File: config.mk
export PLATFORM = sky130hd
export DESIGN_NAME = signed_product_accumulator
export DESIGN_NICKNAME = d
export VERILOG_FILES = /design/src/rtl/signed_product_accumulator.sv
export SDC_FILE = /design/constraint.sdc
export NUM_CORES = 1
export LEC_CHECK = 0
export ABC_AREA = 1
export BUFFER_PORTS_ARGS = -buffer_cell sky130_fd_sc_hd__buf_2
export CORE_MARGIN = 1
export CORE_UTILIZATION = 40
export DETAILED_ROUTE_END_ITERATION = 8
export GPL_ROUTABILITY_DRIVEN = 0
export MAX_ROUTING_LAYER = met4
export PLACE_DENSITY = 0.62
export SETUP_SLACK_MARGIN = 0.02
export SLEW_MARGIN = 20
export SYNTH_ARGS = -nofsm -noshare
export SYNTH_HDL_FRONTEND = slang
export SYNTH_SLANG_ARGS = --single-unit
File: constraint.sdc
create_clock -name clk -period 2.3 [get_ports clk]
set_input_delay 0.345 -clock clk [delete_from_list [all_inputs] [get_ports clk]]
set_output_delay 0.345 -clock clk [all_outputs]
set_load 0.01 [all_outputs]
File: src/rtl/signed_product_accumulator.sv
// Frame accumulator for signed 32-bit multiplier products. Results are held until handed off.
// Optional build macro ACC_SATURATE_EN clamps the sum on overflow instead of wrapping.
module signed_product_accumulator #(
  parameter int ACC_W = 40,
  parameter int CNT_W = 16
) (
  input  logic             clk,
  input  logic             rst_n,
  input  logic             clear,
  input  logic             in_valid,
  output logic             in_ready,
  input  logic [31:0]      product,
  input  logic             in_last,
  output logic             out_valid,
  input  logic             out_ready,
  output logic [ACC_W-1:0] acc_out,
  output logic [CNT_W-1:0] beat_cnt,
  output logic             overflow,
  output logic [1:0]       o_dbg_state
);

  // Handshakes: a beat transfers on a rising edge where in_valid && in_ready.
  // A result transfers on a rising edge where out_valid && out_ready.
  // Neither ready depends on the matching valid.
  typedef enum logic [1:0] {
    IDLE  = 2'd0,
    ACCUM = 2'd1,
    HOLD  = 2'd2
  } state_t;

  localparam logic [ACC_W-1:0] ACC_MAX = {1'b0, {(ACC_W-1){1'b1}}};
  localparam logic [ACC_W-1:0] ACC_MIN = {1'b1, {(ACC_W-1){1'b0}}};

  state_t           r_state;
  state_t           w_state_nxt;
  logic [ACC_W-1:0] r_acc;
  logic [ACC_W-1:0] w_acc_nxt;
  logic [CNT_W-1:0] r_cnt;
  logic [CNT_W-1:0] w_cnt_nxt;
  logic             r_ovf;
  logic             w_ovf_nxt;
  logic             r_rdy_en;
  logic             w_accept;
  logic [ACC_W:0]   w_prod_ext;
  logic [ACC_W:0]   w_sum;
  logic             w_sum_ovf;
  logic [ACC_W-1:0] w_sum_sel;

  // One extra bit of headroom so the true sum is always representable.
  assign w_prod_ext = {{(ACC_W-31){product[31]}}, product};
  assign w_sum      = {r_acc[ACC_W-1], r_acc} + w_prod_ext;
  assign w_sum_ovf  = w_sum[ACC_W] ^ w_sum[ACC_W-1];

`ifdef ACC_SATURATE_EN
  assign w_sum_sel = w_sum_ovf ? (w_sum[ACC_W] ? ACC_MIN : ACC_MAX) : w_sum[ACC_W-1:0];
`else
  assign w_sum_sel = w_sum[ACC_W-1:0];
`endif

  // r_rdy_en keeps in_ready low during reset and until the first edge after release.
  assign in_ready    = r_rdy_en && !clear && (r_state != HOLD);
  assign w_accept    = in_valid && in_ready;
  assign out_valid   = (r_state == HOLD);
  assign acc_out     = r_acc;
  assign beat_cnt    = r_cnt;
  assign overflow    = r_ovf;
  assign o_dbg_state = r_state;

  always_comb begin
    w_state_nxt = r_state;
    w_acc_nxt   = r_acc;
    w_cnt_nxt   = r_cnt;
    w_ovf_nxt   = r_ovf;
    if (clear) begin
      w_state_nxt = IDLE;
      w_acc_nxt   = '0;
      w_cnt_nxt   = '0;
      w_ovf_nxt   = 1'b0;
    end else begin
      case (r_state)
        IDLE, ACCUM: begin
          if (w_accept) begin
            w_acc_nxt   = w_sum_sel;
            w_cnt_nxt   = r_cnt + CNT_W'(1);
            w_ovf_nxt   = r_ovf | w_sum_ovf;
            w_state_nxt = in_last ? HOLD : ACCUM;
          end
        end
        HOLD: begin
          if (out_ready) begin
            w_state_nxt = IDLE;
            w_acc_nxt   = '0;
            w_cnt_nxt   = '0;
            w_ovf_nxt   = 1'b0;
          end
        end
        default: begin
          w_state_nxt = IDLE;
          w_acc_nxt   = '0;
          w_cnt_nxt   = '0;
          w_ovf_nxt   = 1'b0;
        end
      endcase
    end
  end

  always_ff @(posedge clk or negedge rst_n) begin
    if (!rst_n) begin
      r_state  <= IDLE;
      r_acc    <= '0;
      r_cnt    <= '0;
      r_ovf    <= 1'b0;
      r_rdy_en <= 1'b0;
    end else begin
      r_state  <= w_state_nxt;
      r_acc    <= w_acc_nxt;
      r_cnt    <= w_cnt_nxt;
      r_ovf    <= w_ovf_nxt;
      r_rdy_en <= 1'b1;
    end
  end

endmodule
==> results.md <==
* Vias in the first global route at 4971
* CTS root buf: clkbuf_16
* Clock Pin Slew Worst Setup and Hold Paths at 60 ps
* Core Region at 12700 um^2
* Die Area at 13600 um^2
* Worst-margin pin slew at 539 ps
* IO Count at 99
* Vias at 5463
* #FFs+latches synth at 60
* Routed WL per cell at 14.0 um
* Period minus WS final at 2140 ps
* Final hold vios at 0
* Fin nets at 1005
* Met1 usage at 34.7%
* DP HPWL at 12300 um
* Layout cells sized above 1 at 20.3%
* M3 GR Usage at 3.60%
* Syn Inst Count at 808
* Global routing usage on met2 at 36.0%
* Die Ht at 117 um
* Comb pwr share at 27.5%
* Clk sink count at 60
* Status: complete, no violations
* Gr busiest metal: met2
* DR iter-0 viols at 391
* Sw Pwr at 1.23 mW
* PwrDens at 559 nW/um^2
* # rows at 41
* Fin. max-slew vios at 0
* Worst hold slack at 208 ps
* Mapped cell area at 5270 um^2
* Crit. End Element: flop
* Final routed DRC violation total at 0
* Router iterations before antenna repair at 5
* Clock power frac at 39.3%
* Ant diodes at 0
* Worst endpoint required time at 2530 ps
* Internal at 2.34 mW
* Period utilization at 93.1%
* Yosys cell types at 43
* MaxCap Viol Count at 0
* Peak supply drop at 0.370 mV
* DR vias/cell at 4.96
* Warning count from the yosys run at 0
* Slew Limit Headroom at 64.1%
* Lkg Pwr at 3.52 nW
* Drt total wl at 15500 um
* Syn avg cell area at 6.52 um^2
* Initial antenna violation count at 0
* Final setup violation count at 0
* Clock Latency Late Sink at 350 ps
* Crit start category: flop
* Inserted Clock Buffers at 9
* H-Tree Depth at 3
* CTS tree: done
* Worst min path class: in -> reg
* Fill cells at 1426
* Fmax at 0.467 GHz
* Syn_nets at 888
* Sequential power share at 33.1%
* Arrival @ worst endpoint at 2370 ps
* Total track usage at 24.6%
* Seq/Total Area, Yosys at 28.5%
* Critical Path Fanout Max at 5
* Largest net degree at the start of global routing at 41
* Port bufs at 98
* Crit path kind: reg -> reg
* Clock Skews at 7.45 ps
* Congestion Overflow GR at 0
* Post-synthesis async set-or-reset flop share at 100%
* Ys flop type: dfrtp_1
* CTS max path bufs at 2
* Setup TNS at 0 ps
* Reg2Reg Setup Slack at 160 ps
* Post-synth EDFFs at 0
* Sw Share at 34.5%
* Layout area overhead at 21.3%
* Initial Utilization at 41.4%
* ANT nets after route at 0
* First-pass GRT wire length at 24500 um
* Horiz. Die Dim at 117 um
[layer usage]
metal | up-vias | routed length, um
met5 | - | 0
met4 | 0 | 233
met2 | 127 | 6570
met1 | 2463 | 7970
met3 | 14 | 709
li1 | 2859 | -
[cells in the final DEF (no fill, tap or decap), types with 6 or more instances in the layout]
cell | synthesis | final
nand2_1 | 259 | 257
buf_2 | 2 | 98
inv_1 | 95 | 95
nor2_1 | 86 | 86
a21oi_1 | 67 | 66
dfrtp_1 | 60 | 60
o21ai_0 | 49 | 49
ha_1 | 41 | 40
nand3_1 | 24 | 24
nand2_2 | 20 | 22
buf_4 | 4 | 14
o21ai_1 | 11 | 11
nor2_2 | 9 | 9
o21bai_1 | 9 | 9
clkbuf_16 | 0 | 9
nand4_1 | 8 | 8
nand3_2 | 6 | 6
nor3_1 | 6 | 6
[registers in the layout (all words and copies together) (netlist names)]
register     cells
r_rdy_en         1
overflow         1
beat_cnt        16
o_dbg_state      2
acc_out         40
[synthesized netlist by cell type (4+ instances only)]
cell type  count  area (um^2)
nand2_1      259          972
inv_1         95          357
nor2_1        86          323
a21oi_1       67          335
dfrtp_1       60         1500
o21ai_0       49          245
ha_1          41          513
nand3_1       24          120
nand2_2       20          125
o21ai_1       11         55.1
nor2_2         9         56.3
o21bai_1       9         67.6
nand4_1        8         50.1
nand3_2        6         60.1
nor3_1         6         30.0
a21boi_0       5         37.5
inv_2          5         18.8
a21o_1         4         30.0
buf_4          4         30.0
nand3b_1       4         30.0
[cells by family (layout without fill, tap and decap cells)]
logic type	count (synthesis)	count (layout)	share of synthesized area (%)
simple gates	428	428	34.6
compound gates	165	165	17.8
buf+inv	109	231	8.38
flops	60	60	28.5
fa+ha+maj	42	42	10.1
xor+xnor	3	3	0.499
other cells	1	1	0.0712
[final timing paths]
path,to,depth (start not counted),start
worst max-delay path,overflow$_DFFE_PN0P_,11,acc_out[6]$_DFFE_PN0P_
worst min-delay path,o_dbg_state[0]$_DFFE_PN0P_,2,in_last
worst max register to register,overflow$_DFFE_PN0P_,11,acc_out[6]$_DFFE_PN0P_
worst min register to register,beat_cnt[15]$_DFFE_PN0P_,1,beat_cnt[15]$_DFFE_PN0P_
max in group asynchronous,acc_out[26]$_DFFE_PN0P_,3,rst_n
min in group asynchronous,acc_out[12]$_DFFE_PN0P_,2,rst_n
[power groups by stage]
stage	Clock (mW)	Combinational (mW)	Sequential, mW
6_report	1.41	0.984	1.18
5_1_grt	1.48	1.11	1.19
4_1_cts	1.43	0.977	1.18
3_5_place_dp	0	0.971	1.20
3_3_place_gp	0	0.966	1.20
2_1_floorplan	0	0.608	1.22
[worst max-delay path: stages (launching register included)]
cell and delay, ps:
dfrtp_1 400, ha_1 360, nand2_1 160, inv_1 70, a21oi_2 190, nand2_2 110, nand2_1 90, nand3_2 180
a21oi_1 240, nand2_1 70, nand3_1 90, a21oi_2 60
[metrics by stage]
stage / setup WS [ps] / std cells / cell area (um^2) / power (mW) / util, %
final: 160 / 1102 / 6390 / 3.57 / 50.2
after global routing: -46.6 / 1102 / 6390 / 3.78 / 50.2
after CTS: 88.5 / 1101 / 6360 / 3.59 / 50.0
after detailed placement: 35.6 / 1084 / 6050 / 2.17 / 47.5
after global placement: 69.1 / 1084 / 6050 / 2.17 / 47.5
after floorplan: 272 / 808 / 5270 / 1.83 / -
[timing repair]
action / 4_1_cts / 5_1_grt
gates resized for setup: 0 / 6
buffers inserted: 0 / 1
setup endpoints to repair: 0 / 12
endpoints found under the hold margin: 9 / 0
hold buffers: 1 / 0
[layout make-up]
cell class | instances | area [um^2] | share of cell area, %
Multi-Input combinational cell | 639 | 3350 | 52.4
Clock inverter | 5 | 61.3 | 0.959
Tap cell | 172 | 215 | 3.37
Clock buffer | 11 | 243 | 3.80
Timing Repair Buffer | 115 | 646 | 10.1
Sequential cell | 60 | 1500 | 23.5
Inverter | 100 | 375 | 5.87
Note: power is estimated with default switching activity, not from simulation.
